$ cat src/rtl/cpu_controller_if.sv
// Instruction/handshake bundle between the host side and the controller,
// plus every datapath control the controller produces.
interface cpu_controller_if #(parameter int DATA_W = 16);
    logic [15:0]       in;
    logic              load;
    logic              s;
    logic              w;
    logic [2:0]        readnum;
    logic [2:0]        writenum;
    logic              write;
    logic              vsel;
    logic              loada;
    logic              loadb;
    logic              asel;
    logic              bsel;
    logic [1:0]        shift;
    logic [1:0]        ALUop;
    logic              loadc;
    logic              loads;
    logic [DATA_W-1:0] datapath_in;
    logic              illegal;

    modport master (
        output in, load, s,
        input  w, readnum, writenum, write, vsel, loada, loadb, asel, bsel,
               shift, ALUop, loadc, loads, datapath_in, illegal
    );

    modport slave (
        input  in, load, s,
        output w, readnum, writenum, write, vsel, loada, loadb, asel, bsel,
               shift, ALUop, loadc, loads, datapath_in, illegal
    );
endinterface

$ cat src/rtl/cpu_controller.sv
// Instruction register, decoder and sequencing FSM for the 16-bit datapath.
// One instruction per s pulse in WAIT; all controls are Moore outputs of state + IR.
module cpu_controller #(
    parameter int DATA_W = 16
) (
    input  logic            clk,
    input  logic            reset,
    cpu_controller_if.slave bus
);
    typedef enum logic [2:0] {
        S_WAIT, S_DECODE, S_WRITE_IMM, S_GET_A, S_GET_B, S_ALU, S_WRITE_REG
    } state_e;

    state_e      state_q, state_d;
    logic [15:0] ir_q, ir_d;

    logic [2:0] opc, rn, rd, rm;
    logic [1:0] op, sh;
    logic       is_mov_imm, is_mov_reg, is_arith, is_cmp, is_mvn;

    assign opc = ir_q[15:13];
    assign op  = ir_q[12:11];
    assign rn  = ir_q[10:8];
    assign rd  = ir_q[7:5];
    assign sh  = ir_q[4:3];
    assign rm  = ir_q[2:0];

    assign is_mov_imm = (opc == 3'b110) && (op == 2'b10);
    assign is_mov_reg = (opc == 3'b110) && (op == 2'b00);
    assign is_arith   = (opc == 3'b101);
    assign is_cmp     = is_arith && (op == 2'b01);
    assign is_mvn     = is_arith && (op == 2'b11);

    always_ff @(posedge clk) begin
        if (reset) begin
            state_q <= S_WAIT;
            ir_q    <= '0;
        end else begin
            state_q <= state_d;
            ir_q    <= ir_d;
        end
    end

    always_comb begin
        state_d = state_q;
        ir_d    = ir_q;
        case (state_q)
            S_WAIT: begin
                if (bus.load) ir_d = bus.in;
                if (bus.s)    state_d = S_DECODE;
            end
            S_DECODE: begin
                if (is_mov_imm)                    state_d = S_WRITE_IMM;
                else if (is_mov_reg || is_mvn)     state_d = S_GET_B;
                else if (is_arith)                 state_d = S_GET_A;
                else                               state_d = S_WAIT;
            end
            S_WRITE_IMM: state_d = S_WAIT;
            S_GET_A:     state_d = S_GET_B;
            S_GET_B:     state_d = S_ALU;
            S_ALU:       state_d = is_cmp ? S_WAIT : S_WRITE_REG;
            S_WRITE_REG: state_d = S_WAIT;
            default:     state_d = S_WAIT;
        endcase
    end

    assign bus.w           = (state_q == S_WAIT);
    assign bus.bsel        = 1'b0;
    assign bus.datapath_in = {{(DATA_W-8){ir_q[7]}}, ir_q[7:0]};

    // Controls are masked while reset is high so an interrupted instruction
    // never leaks a write or load pulse in the reset cycle.
    always_comb begin
        bus.readnum  = '0;
        bus.writenum = '0;
        bus.write    = 1'b0;
        bus.vsel     = 1'b0;
        bus.loada    = 1'b0;
        bus.loadb    = 1'b0;
        bus.asel     = 1'b0;
        bus.shift    = '0;
        bus.ALUop    = '0;
        bus.loadc    = 1'b0;
        bus.loads    = 1'b0;
        bus.illegal  = 1'b0;
        if (!reset) begin
            case (state_q)
                S_DECODE: bus.illegal = !(is_mov_imm || is_mov_reg || is_arith);
                S_WRITE_IMM: begin
                    bus.writenum = rn;
                    bus.vsel     = 1'b1;
                    bus.write    = 1'b1;
                end
                S_GET_A: begin
                    bus.readnum = rn;
                    bus.loada   = 1'b1;
                end
                S_GET_B: begin
                    bus.readnum = rm;
                    bus.loadb   = 1'b1;
                end
                S_ALU: begin
                    bus.shift = sh;
                    bus.asel  = is_mov_reg || is_mvn;
                    bus.ALUop = is_mov_reg ? 2'b00 : op;
                    bus.loads = is_cmp;
                    bus.loadc = !is_cmp;
                end
                S_WRITE_REG: begin
                    bus.writenum = rd;
                    bus.write    = 1'b1;
                end
                default: ;
            endcase
        end
    end
endmodule

$ cat src/flat_wrapper.sv
// flat-port wrapper written by rule: the top's interface ports become plain ports
module cpu_controller_flat 
#(
    parameter int DATA_W = 16
)
  (clk, reset, bus_in, bus_load, bus_s, bus_w, bus_readnum, bus_writenum, bus_write, bus_vsel, bus_loada, bus_loadb, bus_asel, bus_bsel, bus_shift, bus_ALUop, bus_loadc, bus_loads, bus_datapath_in, bus_illegal);
  cpu_controller_if #(.DATA_W(DATA_W)) bus_i ();
  input  logic clk;
  input  logic reset;
  input wire logic [$bits(bus_i.in)-1:0] bus_in;
  input wire logic [$bits(bus_i.load)-1:0] bus_load;
  input wire logic [$bits(bus_i.s)-1:0] bus_s;
  output wire logic [$bits(bus_i.w)-1:0] bus_w;
  output wire logic [$bits(bus_i.readnum)-1:0] bus_readnum;
  output wire logic [$bits(bus_i.writenum)-1:0] bus_writenum;
  output wire logic [$bits(bus_i.write)-1:0] bus_write;
  output wire logic [$bits(bus_i.vsel)-1:0] bus_vsel;
  output wire logic [$bits(bus_i.loada)-1:0] bus_loada;
  output wire logic [$bits(bus_i.loadb)-1:0] bus_loadb;
  output wire logic [$bits(bus_i.asel)-1:0] bus_asel;
  output wire logic [$bits(bus_i.bsel)-1:0] bus_bsel;
  output wire logic [$bits(bus_i.shift)-1:0] bus_shift;
  output wire logic [$bits(bus_i.ALUop)-1:0] bus_ALUop;
  output wire logic [$bits(bus_i.loadc)-1:0] bus_loadc;
  output wire logic [$bits(bus_i.loads)-1:0] bus_loads;
  output wire logic [$bits(bus_i.datapath_in)-1:0] bus_datapath_in;
  output wire logic [$bits(bus_i.illegal)-1:0] bus_illegal;
  assign bus_i.in = bus_in;
  assign bus_i.load = bus_load;
  assign bus_i.s = bus_s;
  assign bus_w = bus_i.w;
  assign bus_readnum = bus_i.readnum;
  assign bus_writenum = bus_i.writenum;
  assign bus_write = bus_i.write;
  assign bus_vsel = bus_i.vsel;
  assign bus_loada = bus_i.loada;
  assign bus_loadb = bus_i.loadb;
  assign bus_asel = bus_i.asel;
  assign bus_bsel = bus_i.bsel;
  assign bus_shift = bus_i.shift;
  assign bus_ALUop = bus_i.ALUop;
  assign bus_loadc = bus_i.loadc;
  assign bus_loads = bus_i.loads;
  assign bus_datapath_in = bus_i.datapath_in;
  assign bus_illegal = bus_i.illegal;
  cpu_controller #(.DATA_W(DATA_W)) u_core (.clk(clk), .reset(reset), .bus(bus_i));
endmodule
$ cat config.mk
export PLATFORM = sky130hd
export DESIGN_NAME = cpu_controller_flat
export DESIGN_NICKNAME = d
export VERILOG_FILES = /design/src/rtl/cpu_controller_if.sv /design/src/rtl/cpu_controller.sv /design/src/flat_wrapper.sv
export SDC_FILE = /design/constraint.sdc
export NUM_CORES = 1
export LEC_CHECK = 0
export BUFFER_PORTS_ARGS = -buffer_cell sky130_fd_sc_hd__clkbuf_2
export CAP_MARGIN = 0
export CELL_PAD_IN_SITES_DETAIL_PLACEMENT = 1
export CELL_PAD_IN_SITES_GLOBAL_PLACEMENT = 1
export CORE_ASPECT_RATIO = 0.8
export CORE_UTILIZATION = 33
export CTS_CLUSTER_SIZE = 25
export DETAILED_ROUTE_END_ITERATION = 12
export PLACE_DENSITY_LB_ADDON = 0.05
export REMOVE_ABC_BUFFERS = 1
export SLEW_MARGIN = 20
export SYNTH_ARGS = -nofsm -noshare
export SYNTH_HDL_FRONTEND = slang
export SYNTH_SLANG_ARGS = --single-unit
$ cat constraint.sdc
create_clock -name clk -period 2.82 [get_ports clk]
set_input_delay 0.282 -clock clk [delete_from_list [all_inputs] [get_ports clk]]
set_output_delay 0.282 -clock clk [all_outputs]
set_load 0.05 [all_outputs]
## Word level (Yosys, flattened, before mapping)

Index checks and enable logic that the tools add are counted.

- Register bits after elaboration: 19
- Bits of input ports: 20
- Output and inout port bits: 36
- Logic and storage cells: 58

- Equality and inequality tests: 12
- Multiplexer cells: 31
- Reduce and logical (&&, ||, !) cells: 13

Operator list:

| cell | count |
|---|---|
| $mux W3 | 6 |
| $mux W1 | 16 |
| $eq A3 B3 Y1 const B | 5 |
| $pmux W3 S5 | 1 |
| $mux W2 | 6 |
| $pmux W3 S2 | 2 |
| $eq A3 B2 Y1 const B | 2 |
| $eq A2 B2 Y1 const B | 2 |
| $logic_and A1 B1 Y1 | 4 |
| $eq A3 B1 Y1 const B | 1 |
| $logic_not A3 Y1 | 1 |
| $logic_or A1 B1 Y1 | 3 |
| $eq A2 B1 Y1 const B | 1 |
| $logic_not A1 Y1 | 2 |
| $logic_not A2 Y1 | 1 |
| $ne A2 B2 Y1 const B | 1 |
| $reduce_and A2 Y1 | 1 |
| $reduce_or A2 Y1 | 1 |

## Longest topological paths before layout

Gate-level depths: netlist of the first run.

- Depth in word-level cells: 7
- Mapped depth: 5
- Mapped depth without buffers: 3

## Worst setup path after synthesis of the first run

No wires, ideal clock.

- Path type: reg-to-output
- Start point: register u_core.state_q[2]
- End point: output port bus_loadb
- Data arrival time: 2.219 ns
- Required time: 2.538 ns
- Slack: 0.319 ns
- Stages on the path, launching flop included: 4
- Buffers on the path: 1
- Cell sequence: dfxtp_1 -> buf_2 -> inv_1 -> nor4_1

- Cells in the longest elaborated chain, start to end: 3

RTL lines:

| what | line | text |
|---|---|---|
| start, declared | cpu_controller.sv:14 | `state_e state_q, state_d;` |
| start signal, assigned | cpu_controller.sv:39 | `state_q <= state_d;` |
| $eq A3 B3 Y1 | cpu_controller.sv:87 | `case (state_q)` |
| $mux W1 | cpu_controller.sv:87 |  |
| $mux W1 | cpu_controller.sv:86 | `if (!reset) begin` |
| end, declared | flat_wrapper.sv:19 | `output wire logic [$bits(bus_i.loadb)-1:0] bus_loadb;` |

No other way between the ends.

## Worst setup path after layout of the first run

- Start point: register u_core.state_q[2]
- End point: output port bus_readnum[0]

- Cells in the longest elaborated chain, start to end: 3
- Elaborated cells between the ends (all ways): 4
- Classes of those cells: eq/ne (2); mux (2)

RTL lines:

| what | line | text |
|---|---|---|
| $eq A3 B3 Y1 or $eq A3 B2 Y1 (tied branches) | cpu_controller.sv:87 |  |
| $pmux W3 S2 * | cpu_controller.sv:87 |  |
| $mux W3 * | cpu_controller.sv:86 |  |
| end, declared | flat_wrapper.sv:14 | `output wire logic [$bits(bus_i.readnum)-1:0] bus_readnum;` |

Every way passes the cells marked *; elsewhere a longest branch is shown, timed or not.

==> impl_metrics.yaml, run 1 <==
run_status:
  status: "finished clean"
logic_synthesis:
  ys_warn_count: 0
  synth-main-ff-cell: "dfxtp_1"
  async_flop_share_pct: 0
  ys_ff_latch: 19
  syn_area_sq_um: 1135
  yosysTopAreaCell: "dfxtp_1"
  synth_edf_count: 0
  syn_avg_cell_area_sq_um: 7.826
  synth.distinct_cells: 35
  synth_top_cell_area_share_pct: 33.52
  ys_seq_area_share_pct: 33.52
  netlist_instances: 145
  ys_top_cells_by_area: "dfxtp_1 34%, buf_4 11%, nand2_1 11%"
sta:
  finalCritPeriodShare_pct: 77.46
  finalSetupViolations: 0
  rsz0062_at_grt: "no"
  fmax_mhz: 457.8
  finClkSkew_ns: 0.004229
  min_period_ns: 2.184
  setup_tns_ns: 0
  final-hold-violation-count: 0
  slew_viol_final: 0
  slew_headroom_pct: 42.21
  tightest_slew_ns: 0.8632
critical_path:
  crit_family: "flip-flops"
  crit_start: "u_core.state_q[2]"
  worst_path_largest_cell_delay_ns: 0.70
  worstPathRequired_ns: 2.54
  crit_arrival_ns: 1.90
  rr_startpoint: "u_core.state_q[2]"
  worstSetupStartpointType: "flop"
  worstSetupPathType: "reg -> out"
  crit_path_cell_trace: "nor3b_1 -> a32oi_1 -> nor2_1 -> clkbuf_2"
  worst_setup_path_end_kind: "output pin"
  crit_buf_inv: 1
  critPathSlowestCell: "dfxtp_1"
  crit_fanout: 15
detailed_routing:
  wl_per_cell_um: 14.02
  drt_iter0_markers: 67
  antenna_left: 0
  firstDrtPassIters: 3
  drc: 0
  detail_route.vias_per_cell: 5.037
  routed_wl_mm: 3.056
  num_vias: 1098
cells_and_area:
  regArea_sq_um: 380.4
  fin_util_pct: 41.96
  syn2layout_area_growth_pct: 17.42
  antennaDiodeCount: 0
  final_cell_mix: "54 x clkbuf_2, 32 x nand2_1, 19 x dfxtp_1, 18 x a21oi_1, 8 x nor2_1"
  multi_input_area_sq_um: 575.6
  final_nets: 199
  drive_gt1_share_pct: 34.27
  mostFrequentLayoutCell: "clkbuf_2"
  fillCellCount: 420
clock_network:
  cts_buffer_depth: 2
  clk_pin_slew_ns: 0.08
  cts_tree: "built"
  cts_buffers: 3
  hold_buffers: 0
  cts_resized: 0
  cts_setup_buffers: 0
  cts.sinks: 19
  clk_latency_ns: 0.26
  htree_levels: 1
  root_buffer: "clkbuf_8"
min_path:
  min_path_type: "in -> reg"
  worstHoldStart: "bus_in[12]"
floorplanning:
  io_pins: 56
  placeableCoreArea_sq_um: 3176
  die_h_um: 54.45
  initial_utilization_pct: 35.74
  num_rows: 18
  dieWidth_um: 67.57
  dieArea_sq_um: 3679
placed_design:
  place.gp.congestion: 0.8545
  place_hpwl_mm: 2.289
  io_buffers: 54
global_routing:
  grt_pass1_vias: 993
  grt_pass1_wl_mm: 4.733
  grt_max_degree: 25
  globalRouteTotalUtil_pct: 17.47
  antenna_found_initial: 0
  overflow: 0
power:
  p_per_area_nw_per_um2: 485.7
  worst_ir_drop_vdd_mv: 0.3103
  leakagePower_nw: 0.6340
flow_run:
  drv_cap: 0
==> report_power, final <==
part | leakage (nW) | internal (mW) | switching (mW)
clock network | 0.0217 | 0.0998 | 0.0997
registers | 0.156 | 0.284 | 0.0225
logic | 0.456 | 0.0391 | 0.102
==> worst paths after layout <==
check / end / slack (ns) / cells after the start
max: bus_readnum[0] / 0.64 / 4
min: u_core.ir_q[12] / 0.23 / 3
max reg2reg: u_core.ir_q[0] / 1.08 / 3
min reg2reg: u_core.ir_q[5] / 0.48 / 2
==> cells in the mapped netlist (all sizes together) (2+ instances only) <==
master	n
a21boi	2
a21oi	18
buf	23
mux2i	3
and3b	2
clkbuf	2
dfxtp	19
inv	2
a32oi	3
o21ai	2
nor3b	2
or4b	2
and3	3
nand2	32
nor2	8
and2	5
==> cells by family (layout without fill, tap and decap cells) <==
kind of cell / Yosys count / count (layout) / synth area share, %
muxes: 3 / 3 / 2.646
and+or+nand+nor: 66 / 66 / 32.08
buffers and inverters: 27 / 60 / 15.77
DFF: 19 / 19 / 33.52
other: 1 / 1 / 0.3304
AOI/OAI and AO/OA: 29 / 29 / 15.66
==> worst min-delay path, cell delays in order <==
cell,delay (ns)
clkbuf_2,0.08
nand2_1,0.04
a21oi_1,0.05
==> sequential cells by signal (all words and copies together) (netlist names) <==
register        cells
u_core.ir_q        16
u_core.state_q      3
==> stage by stage <==
stage,hold slack (ns),power [mW],setup WS (ns),instances,cell area [sq um]
2_1_floorplan,0.3511,0.4049,-1.694,120,963.4
3_3_place_gp,0.4584,0.4516,0.8713,214,1284
3_5_place_dp,0.4729,0.4554,0.7496,214,1284
4_1_cts,0.2283,0.6576,0.6170,218,1333
5_1_grt,0.2305,0.6864,0.4105,218,1333
6_report,0.2306,0.6472,0.6356,218,1333
==> cell type report <==
cell class	count	area share, %
inverters	2	0.5634
repair buffers	54	20.28
clock inverters	1	0.5634
clock buffers	3	3.099
flip-flops and latches	19	28.54
multi-input cells	99	43.19
well taps	40	3.756
==> metal layers <==
| metal | wire length [um] | share of wire (%) | global-route usage (%) | up-vias |
|---|---|---|---|---|
| li1 | - | - | - | 549 |
| met4 | 35 | 1.1 | 4.255 | 0 |
| met1 | 1453 | 48 | 22.33 | 511 |
| met2 | 1413 | 46 | 28.55 | 32 |
| met5 | 0 | 0 | 0 | - |
| met3 | 154 | 5.0 | 5.417 | 6 |
Note: power is estimated with default switching activity, not from simulation.
==> run 2, diff against run 1 <==
ABC_AREA = 1   (was not set)
CORE_UTILIZATION = 28   (was 33)
clock period = 1.9 ns   (was 2.82 ns; I/O delays follow)
==> run 2 against run 1 <==
Compared with the run above: routed wire length rose by 6.9%; critical endpoint is now bus_readnum[1]; largest power group unchanged; utilization fell by 5.6 points; first-iteration DRC count fell by 19%; critical path depth rose by 3; clock power rose by 50%; flip-flop and latch count did not move; combinational power rose by 120%; cell area rose by 8.0%; final cell count rose by 17%; sequential share of layout area fell by 2.0 points; highest routed layer unchanged; register-to-register slack got worse by 0.55 ns; largest cell class unchanged; clock-buffer cell count did not move.
==> impl_metrics.yaml, run 2 <==
run_status:
  status: "finished clean"
floorplanning:
  placeableCoreArea_sq_um: 3954
  num_rows: 20
  initial_utilization_pct: 30.41
  dieArea_sq_um: 4562
  io_pins: 56
  die_h_um: 60.61
  dieWidth_um: 75.27
detailed_routing:
  firstDrtPassIters: 4
  detail_route.vias_per_cell: 4.418
  routed_wl_mm: 3.267
  drc: 0
  antenna_left: 0
  num_vias: 1131
  drt_iter0_markers: 54
  wl_per_cell_um: 12.76
logic_synthesis:
  ys_seq_area_share_pct: 31.63
  synth_edf_count: 0
  synth.distinct_cells: 23
  syn_avg_cell_area_sq_um: 7.377
  ys_ff_latch: 19
  netlist_instances: 163
  syn_area_sq_um: 1202
  ys_warn_count: 0
  synth_top_cell_area_share_pct: 31.63
  yosysTopAreaCell: "dfxtp_1"
  ys_top_cells_by_area: "dfxtp_1 32%, buf_4 11%, nor2_1 6.9%"
  async_flop_share_pct: 0
  synth-main-ff-cell: "dfxtp_1"
  synthTopCellsByCount: "22 x nor2_1, 20 x inv_1, 19 x dfxtp_1"
  yosysMostFrequentCell: "nor2_1"
sta:
  slew_viol_final: 0
  rsz0062_at_grt: "no"
  finalCritPeriodShare_pct: 92.84
  hold_ws_ns: 0.1789
  finClkSkew_ns: 0.001866
  finalSetupViolations: 0
  final-hold-violation-count: 0
  min_period_ns: 1.764
  fmax_mhz: 566.9
cells_and_area:
  drive_gt1_share_pct: 44.28
  syn2layout_area_growth_pct: 19.67
  final_cell_mix: "51 x clkbuf_2, 21 x nor2_1, 20 x inv_1, 18 x dfxtp_1, 14 x a21oi_1"
  regMostFlops: "u_core.ir_q"
  fin_cells: 256
  fin_util_pct: 36.39
  final_cell_area_sq_um: 1439
  biggestRegsByFlops: "u_core.ir_q x16, u_core.state_q x3"
  antennaDiodeCount: 0
  final_nets: 222
  largest_register_ff_count: 16
  mostFrequentLayoutCell: "clkbuf_2"
critical_path:
  worstSetupPathType: "reg -> out"
  crit_arrival_ns: 1.57
  crit_fanout: 4
  worstSetupStartpointType: "flop"
  rr_startpoint: "u_core.state_q[1]"
  reg2reg_slack_ns: 0.53
  worst_setup_path_end_kind: "output pin"
  worstPathRequired_ns: 1.71
  crit_start: "u_core.state_q[0]"
clock_network:
  cts_buffer_depth: 2
  cts_setup_buffers: 0
  root_buffer: "clkbuf_8"
  clk_latency_ns: 0.26
  cts.sinks: 19
  clk_pin_slew_ns: 0.08
  hold_buffers: 0
  cts_buffers: 3
  htree_levels: 1
  cts_tree: "built"
global_routing:
  antenna_found_initial: 0
  grt_max_degree: 29
  overflow: 0
  globalRouteTotalUtil_pct: 15.26
  grt_pass1_vias: 1053
  grt_pass1_wl_mm: 5.126
power:
  power_mw: 1.066
  combPwrFrac_pct: 28.5
  worst_ir_drop_vdd_mv: 0.2263
  seqPwrFrac_pct: 43.3
  p_sw_mw: 0.4090
  internal_power_mw: 0.6574
  p_per_area_nw_per_um2: 741.1
  p_clk_share_pct: 28.2
  leakagePower_nw: 0.7054
  swShare_pct: 38.35
placed_design:
  placed_area_sq_um: 1376
  post-place-cells: 252
  place.gp.congestion: 0.7944
  io_buffers: 54
  place_hpwl_mm: 2.577
min_path:
  min_path_type: "in -> reg"
  worstHoldStart: "bus_in[12]"
flow_run:
  drv_cap: 0
run 2: cell types whose count changed in the layout (fill, tap and decap cells not counted), moves of 4 or more:
cell | before | now
a21oi_1 | 18 | 14
a21oi_2 | 0 | 9
and2_1 | 5 | 0
buf_4 | 0 | 4
inv_1 | 2 | 20
nand2_1 | 32 | 13
nand2_2 | 0 | 5
nand2_4 | 0 | 4
nand3_1 | 1 | 10
nor2_1 | 8 | 21
o21ai_0 | 2 | 10
o21ai_2 | 0 | 4
run 2: repair_timing:
action | CTS | global route
gates resized for setup | 0 | 11
setup endpoints to repair | 0 | 4
endpoints found under the hold margin | 0 | 0
run 2: cell families after synthesis:
group | count (synthesis) | synth area share [%]
and+or+nand+nor | 58 | 24.66
buffers and inverters | 45 | 22.37
AOI/OAI and AO/OA | 40 | 21.02
DFF | 19 | 31.63
other | 1 | 0.3119
run 2: per-stage QoR:
stage | setup TNS [ns] | setup slack [ns]
3_5_place_dp | 0 | 0.3013
2_1_floorplan | -20.22 | -2.526
6_report | 0 | 0.1360
3_3_place_gp | 0 | 0.3535
4_1_cts | 0 | 0.003441
5_1_grt | 0 | 0.009345
run 2: layout make-up:
cell class | instances | area (sq um)
Multi-Input combinational cell | 99 | 558.0
Sequential cell | 19 | 381.6
Clock buffer | 3 | 41.29
Fill cell | 523 | 2515
Inverter | 23 | 88.84
Timing Repair Buffer | 56 | 292.8
Clock inverter | 1 | 7.507
Tap cell | 55 | 68.82
run 2: power by group through the flow:
stage          logic (mW)  clock network, mW  registers (mW)
6_report            0.304              0.301           0.462
5_1_grt             0.329              0.334           0.468
3_3_place_gp        0.302                  0           0.470
2_1_floorplan       0.130                  0           0.559
4_1_cts             0.308              0.323           0.462
3_5_place_dp        0.308                  0           0.471
run 2: path summary, 6_finish.rpt:
kind / endpoint / depth (start not counted)
setup / recovery: bus_readnum[1] / 7
hold / removal: u_core.ir_q[12] / 3
setup reg to reg: u_core.ir_q[1] / 6
hold reg to reg: u_core.ir_q[4] / 2
run 2: worst max-delay path: stages (launching register included):
cell and delay, ns:
dfxtp_1 0.45, inv_2 0.08, nor2_1 0.13, inv_1 0.08
nor2_2 0.11, nand2_2 0.09, o22ai_1 0.13, clkbuf_4 0.25
run 2: layer usage:
layer / wire length (um) / part of all wire [%] / track usage, %
met2: 1466 / 45 / 23.55
met3: 183 / 5.6 / 4.651
met1: 1607 / 49 / 21.46
met4: 10 / 0.31 / 2.381
met5: 0 / 0 / 0
